File: src/rtl/ifetch_pkg.sv
// Shared types and constants for the Minisys-1A instruction-fetch stage.
// Optional misaligned-target trapping is enabled by defining IFETCH_ALIGN_CHECK_EN.
package ifetch_pkg;

    typedef enum logic [1:0] {
        REQ  = 2'd0,
        DROP = 2'd1,
        FULL = 2'd2
    } fetch_state_t;

    localparam logic [31:0] NOP                = 32'h0000_0000;
    localparam logic [31:0] DEFAULT_RESET_PC   = 32'h0000_0000;
    localparam logic [31:0] DEFAULT_EXC_VECTOR = 32'h0000_F000;

    function automatic logic is_misaligned(input logic [31:0] addr);
        return addr[1:0] != 2'b00;
    endfunction

endpackage

File: src/rtl/ifetch_npc.sv
// Redirect-priority mux: exception > eret > jump > branch; jump/branch need PCWrite.
// Without IFETCH_ALIGN_CHECK_EN the target is forced word-aligned.
module ifetch_npc
    import ifetch_pkg::*;
#(
    parameter logic [31:0] EXC_VECTOR = DEFAULT_EXC_VECTOR
) (
    input  logic        i_pcwrite,
    input  logic        i_branch_taken,
    input  logic [31:0] i_branch_target,
    input  logic        i_jump,
    input  logic [31:0] i_jump_target,
    input  logic        i_exc_req,
    input  logic        i_eret,
    input  logic [31:0] i_epc,
    output logic        o_redirect,
    output logic [31:0] o_target
);

    logic [31:0] w_raw_target;

    always_comb begin
        o_redirect   = 1'b1;
        w_raw_target = EXC_VECTOR;
        if (i_exc_req) begin
            w_raw_target = EXC_VECTOR;
        end else if (i_eret) begin
            w_raw_target = i_epc;
        end else if (i_jump && i_pcwrite) begin
            w_raw_target = i_jump_target;
        end else if (i_branch_taken && i_pcwrite) begin
            w_raw_target = i_branch_target;
        end else begin
            o_redirect = 1'b0;
        end
    end

`ifdef IFETCH_ALIGN_CHECK_EN
    assign o_target = w_raw_target;
`else
    assign o_target = w_raw_target & 32'hFFFF_FFFC;
`endif

endmodule

File: src/rtl/ifetch_unit.sv
// Minisys-1A fetch stage: owns the PC, fetches over a req/ready handshake, buffers one entry.
// Define IFETCH_ALIGN_CHECK_EN to turn misaligned targets into misaligned-fetch markers.
module ifetch_unit
    import ifetch_pkg::*;
#(
    parameter logic [31:0] RESET_PC   = DEFAULT_RESET_PC,
    parameter logic [31:0] EXC_VECTOR = DEFAULT_EXC_VECTOR
) (
    input  logic        cpu_clk,
    input  logic        reset,
    input  logic        PCWrite,
    input  logic        branch_taken,
    input  logic [31:0] branch_target,
    input  logic        jump,
    input  logic [31:0] jump_target,
    input  logic        exc_req,
    input  logic        eret,
    input  logic [31:0] epc,
    output logic        imem_req,
    output logic [31:0] imem_addr,
    input  logic [31:0] imem_rdata,
    input  logic        imem_ready,
    output logic [31:0] IF_instruction,
    output logic [31:0] IF_opcplus4,
    output logic [31:0] IF_pc,
    output logic        IF_valid,
    output logic        fetch_stall,
    output logic        fetch_misalign
);

    fetch_state_t r_state, w_state_nxt;
    logic [31:0]  r_req_addr, w_req_addr_nxt;
    logic [31:0]  r_pending_pc, w_pending_pc_nxt;
    logic [31:0]  r_instr, r_pc, r_opcplus4;
    logic         r_valid, r_misalign;

    logic         w_redirect;
    logic [31:0]  w_target;
    logic         w_req_bad, w_seq_bad;
    logic         w_load, w_clear, w_load_mis;
    logic [31:0]  w_load_pc, w_load_data;

    ifetch_npc #(
        .EXC_VECTOR (EXC_VECTOR)
    ) u_npc (
        .i_pcwrite       (PCWrite),
        .i_branch_taken  (branch_taken),
        .i_branch_target (branch_target),
        .i_jump          (jump),
        .i_jump_target   (jump_target),
        .i_exc_req       (exc_req),
        .i_eret          (eret),
        .i_epc           (epc),
        .o_redirect      (w_redirect),
        .o_target        (w_target)
    );

`ifdef IFETCH_ALIGN_CHECK_EN
    assign w_req_bad = is_misaligned(r_req_addr);
    assign w_seq_bad = is_misaligned(r_opcplus4);
`else
    assign w_req_bad = 1'b0;
    assign w_seq_bad = 1'b0;
`endif

    always_ff @(posedge cpu_clk) begin
        if (reset) begin
            r_state <= REQ;
        end else begin
            r_state <= w_state_nxt;
        end
    end

    always_comb begin
        w_state_nxt      = r_state;
        w_req_addr_nxt   = r_req_addr;
        w_pending_pc_nxt = r_pending_pc;
        w_load           = 1'b0;
        w_clear          = 1'b0;
        w_load_mis       = 1'b0;
        w_load_pc        = r_req_addr;
        w_load_data      = imem_rdata;
        unique case (r_state)
            REQ: begin
                if (w_redirect) begin
                    // Unanswered request must still complete; its data is dropped later.
                    if (!w_req_bad && !imem_ready) begin
                        w_state_nxt      = DROP;
                        w_pending_pc_nxt = w_target;
                    end else begin
                        w_req_addr_nxt = w_target;
                    end
                end else if (w_req_bad) begin
                    w_load      = 1'b1;
                    w_load_data = NOP;
                    w_load_mis  = 1'b1;
                    w_state_nxt = FULL;
                end else if (imem_ready) begin
                    w_load      = 1'b1;
                    w_state_nxt = FULL;
                end
            end
            DROP: begin
                if (imem_ready) begin
                    w_req_addr_nxt = w_redirect ? w_target : r_pending_pc;
                    w_state_nxt    = REQ;
                end else if (w_redirect) begin
                    w_pending_pc_nxt = w_target;
                end
            end
            FULL: begin
                if (w_redirect) begin
                    w_clear        = 1'b1;
                    w_req_addr_nxt = w_target;
                    w_state_nxt    = REQ;
                end else if (PCWrite) begin
                    if (imem_ready && !w_seq_bad) begin
                        w_load    = 1'b1;
                        w_load_pc = r_opcplus4;
                    end else begin
                        w_clear        = 1'b1;
                        w_req_addr_nxt = r_opcplus4;
                        w_state_nxt    = REQ;
                    end
                end
            end
            default: w_state_nxt = REQ;
        endcase
    end

    always_comb begin
        imem_req  = 1'b0;
        imem_addr = r_req_addr;
        unique case (r_state)
            REQ:  imem_req = !w_req_bad;
            DROP: imem_req = 1'b1;
            FULL: begin
                imem_addr = r_opcplus4;
                imem_req  = PCWrite && !w_redirect && !w_seq_bad;
            end
            default: imem_req = 1'b0;
        endcase
        if (reset) begin
            imem_req = 1'b0;
        end
    end

    always_ff @(posedge cpu_clk) begin
        if (reset) begin
            r_req_addr   <= RESET_PC;
            r_pending_pc <= RESET_PC;
            r_instr      <= NOP;
            r_pc         <= 32'h0;
            r_opcplus4   <= 32'h0;
            r_valid      <= 1'b0;
            r_misalign   <= 1'b0;
        end else begin
            r_req_addr   <= w_req_addr_nxt;
            r_pending_pc <= w_pending_pc_nxt;
            if (w_load) begin
                r_instr    <= w_load_data;
                r_pc       <= w_load_pc;
                r_opcplus4 <= w_load_pc + 32'd4;
                r_valid    <= 1'b1;
                r_misalign <= w_load_mis;
            end else if (w_clear) begin
                r_valid    <= 1'b0;
                r_misalign <= 1'b0;
            end
        end
    end

    assign IF_instruction = r_instr;
    assign IF_opcplus4    = r_opcplus4;
    assign IF_pc          = r_pc;
    assign IF_valid       = r_valid;
    assign fetch_stall    = !r_valid;
    assign fetch_misalign = r_misalign;

endmodule

File: config.mk
export PLATFORM = sky130hd
export DESIGN_NAME = ifetch_unit
export DESIGN_NICKNAME = d
export VERILOG_FILES = /design/src/rtl/ifetch_pkg.sv /design/src/rtl/ifetch_npc.sv /design/src/rtl/ifetch_unit.sv
export SDC_FILE = /design/constraint.sdc
export NUM_CORES = 1
export LEC_CHECK = 0
export ABC_AREA = 1
export ABC_CLOCK_PERIOD_IN_PS = 4900
export CAP_MARGIN = 0
export CORE_MARGIN = 2
export CORE_UTILIZATION = 54
export CTS_BUF_LIST = sky130_fd_sc_hd__clkbuf_4 sky130_fd_sc_hd__clkbuf_8
export CTS_CLUSTER_DIAMETER = 150
export DETAILED_ROUTE_END_ITERATION = 10
export GPL_TIMING_DRIVEN = 1
export PLACE_DENSITY = 0.85
export SETUP_SLACK_MARGIN = 0.5
export SYNTH_ARGS = -nofsm -noshare
export SYNTH_HDL_FRONTEND = slang
export SYNTH_SLANG_ARGS = --single-unit
File: constraint.sdc
create_clock -name cpu_clk -period 4.9 [get_ports cpu_clk]
set_input_delay 0.98 -clock cpu_clk [delete_from_list [all_inputs] [get_ports cpu_clk]]
set_output_delay 0.98 -clock cpu_clk [all_outputs]
set_load 0.01 [all_outputs]
# After elaboration in Yosys (flattened, before gate mapping)
# Index checks and enable logic that the tools add are counted.
# word_totals
reg_bits	163
# classes
reduce_logical	13
mux	46
n_addsub	1
n_eq_ne	11
# ops
op	n
$mux W32	19
$pmux W32 S3	1
$pmux W32 S2	1
$add A32 B3 Y32 const B	1
$mux W1	15
$mux W2	7
$ne A3 B3 Y1 const B	4
$ne A2 B2 Y1 const B	5
$pmux W2 S3	1
$reduce_and A6 Y1	1
$reduce_and A5 Y1	1
$pmux W1 S2	2
$reduce_and A4 Y1	1
$reduce_bool A2 Y1	2
$logic_and A1 B1 Y1	3
$reduce_bool A3 Y1	1
$eq A2 B1 Y1 const B	1
$eq A2 B2 Y1 const B	1
$logic_not A1 Y1	2
$logic_not A2 Y1	1
$reduce_or A2 Y1	1

# Depth between registers and ports, before layout
# Gate-level depths: netlist (run 1).
# logic_depth
ltp_word	9
ltp_mapped	20

# Modules after synthesis
# Synthesis (run 1) repeated with hierarchy kept, for this count alone.
# unflattened
hier_cells	1568
hier_area_um2	9634.2
# modules_own_cells
mod	cells_each	area_per_inst_um2	n_inst
ifetch_unit	1325	8518.2	1
ifetch_npc	243	1116.1	1

# Worst setup path after synthesis (run 1)
# Ideal clock, no wire load.
# synth_path
kind	input port to output port
start	input port branch_taken
end	output port imem_req
required_time_ps	3920
cell_stages	5
path_buffers	1
arrival_ps	1914
setup_slack_ps	2006
path_cell_list	nand2_2 -> nand3_4 -> buf_1 -> o21a_1 -> nor3_1
# synth_between
elab_chain_cells	9
# synth_lines
element	line_no	text
start: declaration	ifetch_unit.sv:12	input logic branch_taken,
$logic_and A1 B1 Y1	ifetch_npc.sv:31	end else if (i_branch_taken && i_pcwrite) begin
$mux W1	ifetch_npc.sv:31	
$mux W1	ifetch_npc.sv:29	end else if (i_jump && i_pcwrite) begin
$mux W1	ifetch_npc.sv:27	end else if (i_eret) begin
$mux W1	ifetch_npc.sv:25	if (i_exc_req) begin
$logic_not A1 Y1	ifetch_unit.sv:139	imem_req = PCWrite && !w_redirect && !w_seq_bad;
$logic_and A1 B1 Y1	ifetch_unit.sv:139	
$pmux W1 S2	ifetch_unit.sv:134	unique case (r_state)
$mux W1	ifetch_unit.sv:143	if (reset) begin
end: declaration	ifetch_unit.sv:19	output logic imem_req,
# No other way between the ends.

# Worst setup path after layout (run 1)
# layout_path
start	register r_state[0]
end	output port imem_addr[30]
# layout_between
elab_chain_cells	2
# layout_lines
element	line_no	text
start: declaration	ifetch_unit.sv:31	fetch_state_t r_state, w_state_nxt;
start signal: assignment	ifetch_unit.sv:70	r_state <= w_state_nxt;
$eq A2 B2 Y1	ifetch_unit.sv:134	
$mux W32	ifetch_unit.sv:134	
end: declaration	ifetch_unit.sv:20	output logic [31:0] imem_addr,
# No other way between the ends.

==> flow_metrics.env, run 1 <==
export IMPL_status="complete, no violations"
export IMPL_cts_resized=0
export IMPL_ctsHoldBuffers=0
export IMPL_diodes=0
export IMPL_worstPathMaxFanout=25
export IMPL_power_density_nw_per_um2=378
export IMPL_routed_wirelength_um=32100
export IMPL_htreeDepth=4
export IMPL_nets=1836
export IMPL_die_w_um=136
export IMPL_rrSetupSlack_ns=1.13
export IMPL_cts_tree="built"
export IMPL_timing_rr_end="IF_opcplus4[25]$_SDFFE_PP0P_"
export IMPL_io_pins=268
export IMPL_synth_top_cell_area_share_pct=34.2
export IMPL_pwr_share_comb_pct=40.2
export IMPL_syn_cell_area_um2=9430
export IMPL_relSlewSlack_pct=21.4
export IMPL_fin_crit_ns=4.06
export IMPL_drtAntennaViolNets=0
export IMPL_min_path_cells=2
export IMPL_fin_total_pwr_mw=4.75
export IMPL_cap_violations=0
export IMPL_hold_viol=0
export IMPL_overflow=0
export IMPL_hold_start="r_pending_pc[1]$_SDFFE_PP0P_"
export IMPL_ctsLongestPathBuffers=2
export IMPL_antenna_found_initial=0
export IMPL_grt_max_degree=82
export IMPL_leakagePower_nw=4.96
export IMPL_cts_buffers=17
export IMPL_drt_iter0_markers=1191
export IMPL_crit_slowest_cell="clkdlybuf4s50_1"
export IMPL_first_pass_iters=6
export IMPL_p_clk_share_pct=24.5
export IMPL_r2r_cells=16
export IMPL_ys_types=36
export IMPL_cts_sinks=161
export IMPL_clk_latency_ns=0.47
export IMPL_layout_common_cells="nand2_1 (273), clkdlybuf4s50_1 (260), o21ai_0 (237), nor2_1 (176), inv_1 (165)"
export IMPL_hold_class="flip-flop to flip-flop"
export IMPL_finClkSkew_ns=0.0127
export IMPL_crit_required_ns=3.92
export IMPL_postLayoutCoreUtil_pct=73.1
export IMPL_yosysWarnings=0
export IMPL_start_kind="flip-flop"
export IMPL_postCtsSetupBuffers=0
export IMPL_gp_routability_congestion=0.937
export IMPL_dp_cells=1901
export IMPL_ys_top_cells_by_area="dfxtp_1 (34%), o21ai_0 (13%), nand2_1 (11%)"
export IMPL_synth_net_count=1638
export IMPL_syn_avg_cell_area_um2=6.30
export IMPL_rows=48
export IMPL_cp_end_kind="output port"
export IMPL_drt_wirelength_per_cell_um=16.6
export IMPL_path_clk_slew_ns=0.09
export IMPL_clock_root_buffer="clkbuf_8"
export IMPL_slew_viol_final=0
export IMPL_crit_chain="inv_1 -> ha_1 -> inv_1 -> o21ai_0 -> clkdlybuf4s50_1"
export IMPL_track_usage_pct=34.0
export IMPL_final_common_cell="nand2_1"
export IMPL_fin_cells=1933
export IMPL_core_um2=17200
export IMPL_sw_frac_of_total_pct=38.6
export IMPL_intPower_mw=2.91
export IMPL_grt_pass1_wl_um=50200
export IMPL_finalWorstSetupSlack_ns=0.843
export IMPL_cpPeakStageDelay_ns=0.61
export IMPL_place_ws_ns=0.866
export IMPL_initial_core_util_pct=54.9
export IMPL_grt_pass1_vias=9964
export IMPL_seqPwrFrac_pct=35.3
export IMPL_r2r_start="r_state[0]$_SDFFE_PP0P_"
export IMPL_arrival_ns=3.08
export IMPL_ir_drop_uv=314
export IMPL_hold_path_end="r_pending_pc[1]$_SDFFE_PP0P_"
export IMPL_die_y_um=136
export IMPL_viasPerCell=5.67
export IMPL_die_area_um2=18500
export IMPL_drive_gt1_share_pct=6.09
export IMPL_switchingPower_mw=1.83
export IMPL_path_common_cell="inv_1"
export IMPL_drc=0
export IMPL_fin_tns_setup_ns=0
export IMPL_post_route_period_util_pct=82.8
export IMPL_area_delta_synth_final_pct=33.1
export IMPL_port_buffer_count=260
export IMPL_fmax_mhz=246
export IMPL_yosysSeqAreaShare_pct=34.2
export IMPL_synthCells=1497
export IMPL_vias=11000
export IMPL_hpwl_um=22600
export IMPL_path_class="flip-flop to output port"
export IMPL_setup_viol=0
export IMPL_ys_ff_latch=161
export IMPL_rsz0062_at_grt="no"
export IMPL_synth_top_cell_by_area="dfxtp_1"
export IMPL_tightest_slew_ns=1.18
-- stage by stage --
step	area (µm²)	hold slack, ns
after global placement	12100	0.444
final	12600	0.467
after detailed placement	12100	0.454
after floorplan	9430	0.435
after CTS	12600	0.469
after global routing	12600	0.491
-- worst max path at each step --
| stage | startpoint | endpoint | slack [ns] | depth (start not counted) |
|---|---|---|---|---|
| after floorplan | branch_taken | imem_req | 2.01 | 5 |
| after global placement | PCWrite | IF_opcplus4[25]$_SDFFE_PP0P_ | 0.92 | 13 |
| after detailed placement | PCWrite | IF_opcplus4[25]$_SDFFE_PP0P_ | 0.87 | 13 |
| after CTS | r_state[0]$_SDFFE_PP0P_ | imem_addr[30] | 0.92 | 5 |
| after global routing | r_state[0]$_SDFFE_PP0P_ | imem_addr[17] | 0.68 | 5 |
| final | r_state[0]$_SDFFE_PP0P_ | imem_addr[30] | 0.84 | 5 |
-- worst max-delay path: cells and delay by family (launching register included) --
family,cells,cell delay [ns]
buffers and inverters,3,1.26
adder cells (fa/ha/maj),1,0.51
AO/OA/AOI/OAI,1,0.49
flip-flops,1,0.34
-- registers in the layout, indices dropped and copies added (netlist names) --
name and count:
r_pending_pc 32, IF_opcplus4 30, r_req_addr 32, IF_valid 1, IF_instruction 32, r_state 2
IF_pc 32
-- cell type report --
class | instances | area (µm²)
Timing Repair Buffer | 282 | 2810
Tap cell | 225 | 282
Fill cell | 1473 | 4630
Inverter | 175 | 658
Clock inverter | 9 | 178
Multi-Input combinational cell | 1058 | 5110
Clock buffer | 23 | 298
Sequential cell | 161 | 3220
-- power by group through the flow --
| stage | logic, mW | registers, mW | clock network (mW) |
|---|---|---|---|
| 6_report | 1.91 | 1.68 | 1.16 |
| 5_1_grt | 2.09 | 1.70 | 1.23 |
| 4_1_cts | 1.88 | 1.67 | 1.17 |
| 3_5_place_dp | 1.86 | 1.70 | 0 |
| 3_3_place_gp | 1.83 | 1.69 | 0 |
| 2_1_floorplan | 1.13 | 1.67 | 0 |
-- routing by layer --
metal / share of wire, % / GRT usage, % / routed length (µm)
met5: 0 / 0 / 0
met4: 4.1 / 15.8 / 1310
met3: 7.9 / 5.56 / 2520
met2: 49 / 56.3 / 15600
met1: 39 / 43.2 / 12700
-- cells in the mapped netlist (all sizes together) --
cell / instances
buf: 28
o211a: 1
ha: 5
dfxtp: 161
xnor2: 2
a31oi: 27
o21a: 1
or2: 4
o211ai: 34
a21oi: 133
clkbuf: 75
nor3: 10
a21boi: 1
nor2: 196
o21ai: 256
nand3: 89
nand2: 282
o22ai: 1
nand4: 1
inv: 171
conb: 1
a211oi: 2
o221ai: 12
clkinv: 4
-- kinds of logic after synthesis --
family          share of synthesized area [%]
xor+xnor                                0.186
buf+inv                                  11.7
flops                                    34.2
other cells                            0.0398
simple gates                             26.2
fa+ha+maj                               0.663
compound gates                           27.0
No activity file was read; power rests on OpenSTA's default activity.
==> run 2: changes to the inputs <==
--- a/config.mk
+++ b/config.mk
@@ -6,15 +6,15 @@
 export NUM_CORES = 1
 export LEC_CHECK = 0
 export ABC_AREA = 1
-export ABC_CLOCK_PERIOD_IN_PS = 4900
+export ABC_CLOCK_PERIOD_IN_PS = 3700
 export CAP_MARGIN = 0
 export CORE_MARGIN = 2
-export CORE_UTILIZATION = 54
+export CORE_UTILIZATION = 45
 export CTS_BUF_LIST = sky130_fd_sc_hd__clkbuf_4 sky130_fd_sc_hd__clkbuf_8
 export CTS_CLUSTER_DIAMETER = 150
 export DETAILED_ROUTE_END_ITERATION = 10
 export GPL_TIMING_DRIVEN = 1
-export PLACE_DENSITY = 0.85
+export PLACE_DENSITY = 0.75
 export SETUP_SLACK_MARGIN = 0.5
 export SYNTH_ARGS = -nofsm -noshare
 export SYNTH_HDL_FRONTEND = slang
==> constraint.sdc (replaced) <==
create_clock -name cpu_clk -period 3.7 [get_ports cpu_clk]
set_input_delay 0.74 -clock cpu_clk [delete_from_list [all_inputs] [get_ports cpu_clk]]
set_output_delay 0.74 -clock cpu_clk [all_outputs]
set_load 0.01 [all_outputs]
==> run 2 against run 1 <==
Clock skew increased by 0.0035 ns. Clock-buffer cell count decreased by 2. Global-route usage decreased by 5.0 points. Routed wire length increased by 2.7%. Worst hold slack got worse by 0.0019 ns. Sequential power increased by 32%. Clock power increased by 15%. Non-clock buffer count increased by 11. Critical endpoint is now imem_addr[31]. Largest power group unchanged. Via count decreased by 1.3%. Total power increased by 29%. Final cell count increased by 2.8%. Critical path type unchanged.
==> flow_metrics.env, run 2 (same netlist as run 1, synthesis figures left out) <==
export IMPL_crit_required_ns=2.96
export IMPL_tightest_slew_ns=0.735
export IMPL_die_y_um=149
export IMPL_drt_iter0_markers=1003
export IMPL_relSlewSlack_pct=51.0
export IMPL_hpwl_um=23600
export IMPL_first_pass_iters=5
export IMPL_hold_path_end="r_pending_pc[0]$_SDFFE_PP0P_"
export IMPL_clock_root_buffer="clkbuf_8"
export IMPL_setup_viol=0
export IMPL_fin_crit_ns=3.11
export IMPL_ctsLongestPathBuffers=2
export IMPL_final_common_cell="nand2_1"
export IMPL_grt_max_degree=85
export IMPL_timing_rr_end="IF_opcplus4[26]$_SDFFE_PP0P_"
export IMPL_cts_buffers=17
export IMPL_post_route_period_util_pct=84.2
export IMPL_area_delta_synth_final_pct=34.1
export IMPL_ir_drop_uv=355
export IMPL_die_w_um=149
export IMPL_cts_tree="built"
export IMPL_diodes=0
export IMPL_hold_viol=0
export IMPL_leakagePower_nw=5.00
export IMPL_antenna_found_initial=0
export IMPL_cp_end_kind="output port"
export IMPL_hold_class="flip-flop to flip-flop"
export IMPL_r2r_start="r_state[0]$_SDFFE_PP0P_"
export IMPL_layout_common_cells="nand2_1 (273), clkdlybuf4s50_1 (255), o21ai_0 (235), nor2_1 (175), inv_1 (163)"
export IMPL_rrSetupSlack_ns=0.78
export IMPL_grt_pass1_vias=9898
export IMPL_io_pins=268
export IMPL_track_usage_pct=28.9
export IMPL_fin_total_pwr_mw=6.13
export IMPL_path_class="flip-flop to output port"
export IMPL_start_kind="flip-flop"
export IMPL_fin_tns_setup_ns=0
export IMPL_vias=10800
export IMPL_status="complete, no violations"
export IMPL_drive_gt1_share_pct=6.87
export IMPL_ctsHoldBuffers=0
export IMPL_rsz0062_at_grt="yes"
export IMPL_fmax_mhz=321
export IMPL_viasPerCell=5.44
export IMPL_routed_wirelength_um=33000
export IMPL_htreeDepth=4
export IMPL_gp_routability_congestion=0.926
export IMPL_rows=52
export IMPL_drt_wirelength_per_cell_um=16.6
export IMPL_cap_violations=0
export IMPL_slew_viol_final=0
export IMPL_drc=0
export IMPL_die_area_um2=22100
export IMPL_r2r_cells=18
export IMPL_min_path_cells=2
export IMPL_overflow=0
export IMPL_nets=1847
export IMPL_cts_sinks=161
export IMPL_finClkSkew_ns=0.0162
export IMPL_hold_start="r_pending_pc[0]$_SDFFE_PP0P_"
export IMPL_grt_pass1_wl_um=51700
export IMPL_worstPathMaxFanout=41
export IMPL_initial_core_util_pct=46.2
export IMPL_core_um2=20400
export IMPL_drtAntennaViolNets=0
export IMPL_port_buffer_count=260
export IMPL_clk_latency_ns=0.46
export IMPL_power_density_nw_per_um2=485
export IMPL_path_clk_slew_ns=0.09
export IMPL_arrival_ns=2.37
run 2: cell types whose count changed in the layout (fill, tap and decap cells not counted), moves of 2 or more:
cell / change
buf_4: +10
clkdlybuf4s50_1: -5
clkinv_2: +4
dlygate4sd2_1: +4
bufinv_16: -3
clkbuf_4: -3
inv_1: -2
nand2_2: -2
nand2_4: +2
o21ai_0: -2
o21ai_1: +2
run 2: layer usage:
layer,share of wire [%],track usage (%),wire [µm]
met1,42,38.7,13900
met4,1.6,7.67,536
met2,50,49.4,16400
met3,6.8,3.76,2230
met5,0,0,0
run 2: cell type report:
class	instances	area, µm²
fillers	1970	7780
multi-input cells	1058	5140
flip-flops and latches	161	3220
repair buffers	293	2890
inverters	175	662
well taps	270	338
clock buffers	21	289
clock inverters	10	109
run 2: how the worst max path moves through the flow:
| stage | from | endpoint | slack (ns) |
|---|---|---|---|
| floorplan | branch_taken | IF_opcplus4[16]$_SDFFE_PP0P_ | 1.09 |
| global placement | PCWrite | IF_opcplus4[24]$_SDFFE_PP0P_ | 0.21 |
| detailed placement | PCWrite | IF_opcplus4[16]$_SDFFE_PP0P_ | 0.18 |
| CTS | r_state[0]$_SDFFE_PP0P_ | imem_addr[15] | 0.52 |
| global route | r_state[0]$_SDFFE_PP0P_ | imem_addr[29] | 0.49 |
| finish | r_state[0]$_SDFFE_PP0P_ | imem_addr[31] | 0.59 |
run 2: power by group:
part           switching, mW  internal [mW]
combinational           1.58           1.01
clock                  0.666          0.663
sequential             0.204           2.01
run 2: critical path: stages (launching register included):
cell	delay (ns)
dfxtp_1	0.38
inv_2	0.08
ha_4	0.20
buf_6	0.20
o21ai_0	0.40
clkdlybuf4s50_1	0.62
run 2: timing repair:
item                       4_1_cts  5_1_grt
gates resized for setup         10        6
pin swaps                        0        1
setup endpoints to repair       17       15
gates cloned                     0        0
setup buffers                    1        0
run 2: stage by stage:
step                utilization, %  hold WS, ns  std cells  worst slack, ns  area, µm²
floorplan                        -        0.435       1497             1.09       9430
global placement              59.8        0.445       1956            0.207      12200
detailed placement            59.8        0.450       1956            0.178      12200
CTS                           61.8        0.466       1988            0.516      12600
global route                  61.9        0.500       1988            0.493      12600
finish                        61.9        0.465       1988            0.585      12600
